==> src/rtl/icb_arbiter.sv <==
// N-to-1 ICB command arbiter with in-order response routing through an ID FIFO.
// Define ICB_ARB_FIXED_PRIO_EN for fixed priority (lowest index wins); the default is round-robin.
module icb_arbiter #(
  parameter int MASTER_N      = 4,
  parameter int ADDR_WIDTH    = 32,
  parameter int DATA_WIDTH    = 32,
  parameter int OUTSTANDING_N = 4
) (
  input  logic                                clk,
  input  logic                                rst_n,
  input  logic [MASTER_N*ADDR_WIDTH-1:0]      s_cmd_addr,
  input  logic [MASTER_N-1:0]                 s_cmd_read,
  input  logic [MASTER_N*DATA_WIDTH-1:0]      s_cmd_wdata,
  input  logic [MASTER_N*(DATA_WIDTH/8)-1:0]  s_cmd_wmask,
  input  logic [MASTER_N-1:0]                 s_cmd_valid,
  output logic [MASTER_N-1:0]                 s_cmd_ready,
  output logic [MASTER_N*DATA_WIDTH-1:0]      s_rsp_rdata,
  output logic [MASTER_N-1:0]                 s_rsp_err,
  output logic [MASTER_N-1:0]                 s_rsp_valid,
  input  logic [MASTER_N-1:0]                 s_rsp_ready,
  output logic [ADDR_WIDTH-1:0]               m_cmd_addr,
  output logic                                m_cmd_read,
  output logic [DATA_WIDTH-1:0]               m_cmd_wdata,
  output logic [DATA_WIDTH/8-1:0]             m_cmd_wmask,
  output logic                                m_cmd_valid,
  input  logic                                m_cmd_ready,
  input  logic [DATA_WIDTH-1:0]               m_rsp_rdata,
  input  logic                                m_rsp_err,
  input  logic                                m_rsp_valid,
  output logic                                m_rsp_ready
);

  localparam int IDW = $clog2(MASTER_N);
  localparam int MW  = DATA_WIDTH / 8;
  localparam int PW  = (OUTSTANDING_N > 1) ? $clog2(OUTSTANDING_N) : 1;
  localparam int CW  = $clog2(OUTSTANDING_N + 1);

  logic           lock_vld;
  logic [IDW-1:0] lock_idx;
  logic [IDW-1:0] arb_idx;
  logic [IDW-1:0] grant;
  logic           cmd_hs;
  logic           rsp_hs;

  logic [IDW-1:0] id_mem [OUTSTANDING_N];
  logic [PW-1:0]  wr_ptr;
  logic [PW-1:0]  rd_ptr;
  logic [CW-1:0]  count;
  logic [IDW-1:0] head;
  logic           fifo_full;
  logic           fifo_empty;

`ifdef ICB_ARB_FIXED_PRIO_EN
  always_comb begin : arb_fixed
    logic found;
    // NOTE: every variable written here gets a default first, so no latch is inferred.
    arb_idx = '0;
    found   = 1'b0;
    for (int i = 0; i < MASTER_N; i++) begin
      if (!found && s_cmd_valid[i]) begin
        arb_idx = IDW'(i);
        found   = 1'b1;
      end
    end
  end
`else
  logic [IDW-1:0] ptr;

  // Search starts at ptr and wraps, so the master after the last winner is preferred.
  always_comb begin : arb_rr
    logic found;
    int   idx;
    arb_idx = '0;
    found   = 1'b0;
    idx     = 0;
    for (int k = 0; k < MASTER_N; k++) begin
      idx = int'(ptr) + k;
      if (idx >= MASTER_N) idx = idx - MASTER_N;
      if (!found && s_cmd_valid[idx]) begin
        arb_idx = IDW'(idx);
        found   = 1'b1;
      end
    end
  end
`endif

  // A stalled command keeps its grant until accepted, keeping the payload stable.
  assign grant       = lock_vld ? lock_idx : arb_idx;
  assign fifo_empty  = (count == '0);
  assign fifo_full   = (count == CW'(OUTSTANDING_N));
  assign m_cmd_valid = s_cmd_valid[grant] & ~fifo_full;
  assign m_cmd_addr  = s_cmd_addr[grant*ADDR_WIDTH +: ADDR_WIDTH];
  assign m_cmd_read  = s_cmd_read[grant];
  assign m_cmd_wdata = s_cmd_wdata[grant*DATA_WIDTH +: DATA_WIDTH];
  assign m_cmd_wmask = s_cmd_wmask[grant*MW +: MW];
  assign cmd_hs      = m_cmd_valid & m_cmd_ready;
  assign s_cmd_ready = cmd_hs ? (MASTER_N'(1) << grant) : '0;

  assign head        = id_mem[rd_ptr];
  assign m_rsp_ready = ~fifo_empty & s_rsp_ready[head];
  assign rsp_hs      = m_rsp_valid & m_rsp_ready;
  assign s_rsp_valid = (m_rsp_valid & ~fifo_empty) ? (MASTER_N'(1) << head) : '0;
  assign s_rsp_rdata = {MASTER_N{m_rsp_rdata}};
  assign s_rsp_err   = {MASTER_N{m_rsp_err}};

  // NOTE: the ID storage has no reset; entries are only read between valid pointers.
  always_ff @(posedge clk) begin
    if (cmd_hs) id_mem[wr_ptr] <= grant;
  end

  // NOTE: sequential state uses non-blocking assignments so all registers update together.
  always_ff @(posedge clk) begin
    if (!rst_n) begin
      lock_vld <= 1'b0;
      lock_idx <= '0;
`ifndef ICB_ARB_FIXED_PRIO_EN
      ptr      <= '0;
`endif
      wr_ptr   <= '0;
      rd_ptr   <= '0;
      count    <= '0;
    end else begin
      lock_vld <= m_cmd_valid & ~m_cmd_ready;
      lock_idx <= grant;
`ifndef ICB_ARB_FIXED_PRIO_EN
      if (cmd_hs) ptr <= (grant == IDW'(MASTER_N - 1)) ? '0 : grant + IDW'(1);
`endif
      if (cmd_hs) wr_ptr <= (wr_ptr == PW'(OUTSTANDING_N - 1)) ? '0 : wr_ptr + PW'(1);
      if (rsp_hs) rd_ptr <= (rd_ptr == PW'(OUTSTANDING_N - 1)) ? '0 : rd_ptr + PW'(1);
      case ({cmd_hs, rsp_hs})
        2'b10:   count <= count + CW'(1);
        2'b01:   count <= count - CW'(1);
        default: count <= count;
      endcase
    end
  end

endmodule

==> config.mk <==
export PLATFORM = sky130hd
export DESIGN_NAME = icb_arbiter
export DESIGN_NICKNAME = d
export VERILOG_FILES = /design/src/rtl/icb_arbiter.sv
export SDC_FILE = /design/constraint.sdc
export NUM_CORES = 1
export LEC_CHECK = 0
export CAP_MARGIN = 20
export CORE_AREA = 5 5 205 207
export CTS_CLUSTER_SIZE = 20
export DETAILED_ROUTE_END_ITERATION = 7
export DIE_AREA = 0 0 210 212
export PLACE_DENSITY = 0.49
export RECOVER_POWER = 50
export REMOVE_ABC_BUFFERS = 1
export SLEW_MARGIN = 30
export SYNTH_ARGS = -nofsm -noshare
export SYNTH_HDL_FRONTEND = slang
export SYNTH_SLANG_ARGS = --single-unit
==> constraint.sdc <==
create_clock -name clk -period 4.1 [get_ports clk]
set_input_delay 0.82 -clock clk [delete_from_list [all_inputs] [get_ports clk]]
set_output_delay 0.82 -clock clk [all_outputs]
set_load 0.05 [all_outputs]
# After elaboration in Yosys (flattened, before gate mapping)
# Memories as Yosys holds them, arrays and structs flattened. A register that Yosys moved wholly into a read port is not among the register bits.
# Cells that the tools add are included.
# totals
in_bits,321
ramBits,8
ff_bits,12
memories,1
word_cells,97
output_inout_bits,211
# op_classes
n_reduce_logical,8
order_cmp,10
eq_ne,6
n_addsub,12
n_mux,40
shift,5
n_bitwise,9
# memory_table
name,words,word_bits,read_ports,rd_ports_with_merged_regs,write_ports,line,source
id_mem,4,2,1,1,1,45,logic [IDW-1:0] id_mem [OUTSTANDING_N];
# op_table
operator,count
indexed part select 128 x 8 -> 32 bit,2
< comparator 32 x 4 -> 1 bit (second input constant),4
2-to-1 mux 32 bit,4
2-to-1 mux 2 bit,10
2-to-1 mux 1 bit,16
indexed part select 16 x 5 -> 4 bit,1
binary-select mux 1 bit (select 2 bit),7
subtractor 3 x 3 -> 4 bit (second input constant),3
greater-or-equal comparator 3 bit (second input constant),3
equality test 2 bit (second input constant),4
2-to-1 mux 4 bit,2
left shift 1 x 2 -> 4 bit (first input constant),2
adder 2 x 1 -> 2 bit (second input constant),3
adder 2 x 2 -> 3 bit (second input constant),2
bitwise AND 1 bit,6
< comparator 2 x 3 -> 1 bit (second input constant),2
case mux 3 bit (2 select lines),1
subtractor 2 x 3 -> 4 bit (second input constant),1
adder 2 x 1 -> 3 bit (second input constant),1
adder 3 x 1 -> 3 bit (second input constant),1
equality test 3 bit (second input constant),1
greater-or-equal comparator 2 x 3 -> 1 bit (second input constant),1
logical AND 1 bit,3
zero test 1 bit,3
other kinds (5),7

# Longest topological paths before layout
# logic_depth
ltp_word,22
ltp_mapped,15
depth_no_buf,12

# Least setup slack after synthesis
# Ideal clock, no wire load.
# synth_path
path_type,input -> output
start,input port s_cmd_valid[3]
end,output port m_cmd_addr[14]
path_slack_ns,0.379
arrival_time_ns,2.901
path_stages,8
path_cell_list,or3_1 -> o311ai_2 -> nor2_2 -> inv_2 -> buf_2 -> clkbuf_1 -> nand2_1 -> a31oi_1
# synth_between
elab_chain_cells,15
# synth_rtl
item,line,source
"start, declared",15,"input logic [MASTER_N-1:0] s_cmd_valid,"
binary-select mux 1 bit (select 2 bit),79,if (!found && s_cmd_valid[idx]) begin
2-to-1 mux 1 bit (implied by the code) (2 in a row),79,
2-to-1 mux 1 bit,79,
zero test 1 bit,79,
logical AND 1 bit,79,
2-to-1 mux 1 bit,79,
zero test 1 bit,79,
logical AND 1 bit,79,
2-to-1 mux 1 bit,79,
zero test 1 bit,79,
logical AND 1 bit,79,
2-to-1 mux 2 bit *,79,
2-to-1 mux 2 bit *,88,assign grant = lock_vld ? lock_idx : arb_idx;
indexed part select 128 x 8 -> 32 bit *,92,assign m_cmd_addr = s_cmd_addr[grant*ADDR_WIDTH +: ADDR_WIDTH];
"end, declared",21,"output logic [ADDR_WIDTH-1:0] m_cmd_addr,"
# Mark *: on every way between the ends. The rest lies on a longest branch, timed or not. The select of a mux whose other input is x is not followed.

# Worst setup path after layout
# layout_path
start,input port s_cmd_valid[2]
end,output port m_cmd_addr[18]
# Same word-level chain as after synthesis.

==> impl_metrics.yaml <==
status:
  status: "complete, no violations"
clocking:
  cts_hold_buf: 0
  cts_max_path_buffers: 2
  cts_root_buffer: "clkbuf_16"
  clock_sinks: 22
  clk_latency_ns: 0.25
  tritoncts: "yes"
  cts_buffers: 3
  clk_pin_slew_ns: 0.06
  htree_num_levels: 1
placement:
  dp_hpwl_mm: 25.0
  finalWeightedCongestion: 0.920
  pre_cts_slack_ns: 0.0278
  placed_cell_area_um2: 8740
  port_buffers: 366
  placedCellCount: 1485
final_layout:
  multi_input_area_um2: 2750
  layout.nets: 1291
  fin_area_um2: 8960
  layout.area.seq_um2: 520
  fillers: 4524
  diodes: 0
  fin_cells: 1490
  post-route-util_pct: 22.3
  drive_above_1_share_pct: 15.1
  synthToLayoutAreaGrowth_pct: 104
synth:
  synthSimpleGateAreaFrac_pct: 40.1
  ys_seq_area_share_pct: 11.8
  synth_cells: 723
  synthXorXnorAreaFrac_pct: 0.398
  ys_seq_elements: 22
  netlist_top_cells_count: "292 x nand2_1, 132 x buf_4, 71 x and3_1, 70 x a31oi_1, 32 x clkbuf_1"
  ys_async_sr_fraction_pct: 0
  synth_top_family_by_area: "simple AND/OR/NAND/NOR gates"
  synth_edf_count: 8
  ys.flop_type: "dfxtp_1"
  synth_top_area_cell: "nand2_1"
  synthesis.area_um2: 4400
  yosys_warnings: 0
  synth_compound_area_share_pct: 14.0
  synth_cell_types: 43
  synth_mux_area_share_pct: 2.22
  yosysMostFrequentCell: "nand2_1"
  synth_area_leaders: "nand2_1 25%, buf_4 23%, and3_1 10%"
  syn_avg_cell_area_um2: 6.08
  synth_top_area_share_pct: 24.9
  synthAdderAreaFrac_pct: 3.30
setup_path:
  reg2reg_setup_slack_ns: 1.17
  critPathSlowestCell: "clkdlybuf4s50_1"
  crit_chain: "clkdlybuf4s50_1 > or3_1 > o311ai_4 > nor2_4 > buf_12 > inv_4 > buf_12 > buf_12 > nand2_1 > and3_1 > a31oi_1 > buf_12"
  reg2reg_from: "ptr[1]$_SDFFE_PN0P_"
  cp_slowest_stage_delay_ns: 0.48
  critPathLaunchType: "input pin"
  cp.arrival_ns: 3.19
  criticalPathCategory: "input pin to primary output"
  worst_path_dominant_cell_family: "buffers and inverters"
  worst-path-max-fanout: 34
  cp.buffers_inverters: 6
  worst_setup_path_end_kind: "primary output"
  crit_top_cell: "buf_12"
  cp.required_ns: 3.28
  rr_worst_depth: 14
  r2r-end: "count[2]$_SDFFE_PN0P_"
floorplan:
  io_pins: 532
  coreArea_um2: 40200
  die_height_um: 212
  die_w_um: 210
  design.die.area_um2: 44500
  start_util_pct: 10.9
  rows: 74
grt:
  gr-total-overflow: 0
  grt_usage_pct: 12.2
  grt_max_degree: 63
  grt_pass1_vias: 6033
  grt_pass1_wl_mm: 40.7
  antenna_found_initial: 1
route:
  drc: 0
  via_count: 5737
  wl_mm: 29.5
  dr.pass1.iters: 4
  avgViaCountPerCell: 3.85
  ant_nets: 0
  detail_route.iter0.violations: 142
  wl_per_cell_um: 19.8
sta:
  setup_viol_count_final: 0
  hold_violations: 0
  finalCriticalPeriod_ns: 4.01
  finClkSkew_ns: 0.00116
  slew_headroom_pct: 62.0
  setup_tns_ns: 0
  min_period_over_period_pct: 97.7
  worstMarginPinSlew_ns: 0.568
  fin_hold_ws_ns: 0.498
  rsz0062_at_grt: "false"
  fin_ws_ns: 0.0927
  finalMaxSlewViolations: 0
  fmax_mhz: 250
hold_path:
  hold_path_depth: 2
  min_to: "rd_ptr[0]$_SDFFE_PN0P_"
  worstHoldPathType: "register to register"
  min_from: "rd_ptr[0]$_SDFFE_PN0P_"
power_and_ir_drop:
  comb_power_share_pct: 87.4
  totalPowerFinal_mw: 4.42
  leakage_nw: 3.68
  p_clk_share_pct: 6.1
  internal-power_mw: 2.25
  seq_power_share_pct: 6.5
  switching_share_pct: 49.1
  power_density_nw_per_um2: 493
  ir_worst_vdd_mv: 0.221
  switching_power_mw: 2.17
run:
  cap_violations: 0
[worst max-delay path by stage]
stage | slack [ns] | start | to | depth (start not counted)
finish | 0.09 | s_cmd_valid[2] | m_cmd_addr[18] | 12
detailed placement | 0.03 | s_cmd_valid[3] | m_cmd_addr[26] | 12
global placement | 0.02 | s_cmd_valid[3] | m_cmd_addr[25] | 12
floorplan | -3.74 | s_cmd_valid[3] | m_cmd_addr[0] | 6
CTS | 0.02 | s_cmd_valid[3] | m_cmd_addr[26] | 12
global route | 0.002 | s_cmd_valid[3] | m_cmd_wmask[1] | 11
[layer usage]
layer	wire length, um	global-route usage, %
met2	13100	19.1
met5	113	2.48
met4	469	2.00
met3	5170	9.58
met1	10700	13.1
[cells by family (layout without fill, tap and decap cells)]
group	after synthesis	in the layout
DFF	22	22
and+or+nand+nor	399	399
adders and majority gates	11	11
buffers and inverters	189	424
AOI/OAI and AO/OA	94	94
xor gates and xnor gates	2	2
muxes	6	6
[sequential cells by signal, indices dropped and copies added, names as in the netlist, named ones only]
register	cells
id_mem	8
count	3
wr_ptr	2
rd_ptr	2
lock_idx	2
lock_vld	1
ptr	2
[area by class of cell]
type | count | share of cell area, %
Clock inverter | 1 | 0.335
Inverter | 9 | 0.405
Sequential cell | 22 | 5.81
Tap cell | 532 | 7.42
Clock buffer | 3 | 0.837
Multi-Input combinational cell | 512 | 30.6
Timing Repair Buffer | 411 | 54.6
[timing repair]
| item | CTS | global route |
|---|---|---|
| setup buffers | 0 | 0 |
| gates resized for setup | 0 | 14 |
| setup endpoints to repair | 0 | 40 |
[worst register-to-register path: cells and delay by family (launching register included)]
| kind | cells | cell delay (ns) |
|---|---|---|
| fa+ha+maj | 2 | 0.55 |
| simple gates | 2 | 0.52 |
| buf+inv | 4 | 0.46 |
| compound gates | 5 | 0.79 |
| flops | 1 | 0.40 |
| xor+xnor | 1 | 0.16 |
[power by group through the flow]
stage          Clock (mW)  Combinational (mW)  Sequential [mW]
2_1_floorplan           0                1.80            0.286
3_3_place_gp            0                3.84            0.293
3_5_place_dp            0                3.84            0.293
4_1_cts             0.278                3.86            0.289
5_1_grt             0.290                4.07            0.293
6_report            0.269                3.86            0.288
[layout by cell type, fill, tap and decap left out, types with 3 or more instances in the layout]
cell,n
o21ai_0,4
inv_1,7
ha_1,10
nand2b_1,3
buf_12,83
dfxtp_1,14
clkbuf_16,4
o21ai_1,4
edfxtp_1,8
and3_1,71
and2_1,13
mux4_2,3
buf_4,34
mux2i_1,3
or3_1,3
nand3_1,3
a31oi_2,11
a31oi_1,58
a21boi_1,3
nand2_1,292
clkdlybuf4s50_1,292
nor2_1,4
(Power assumes the default switching activity.)
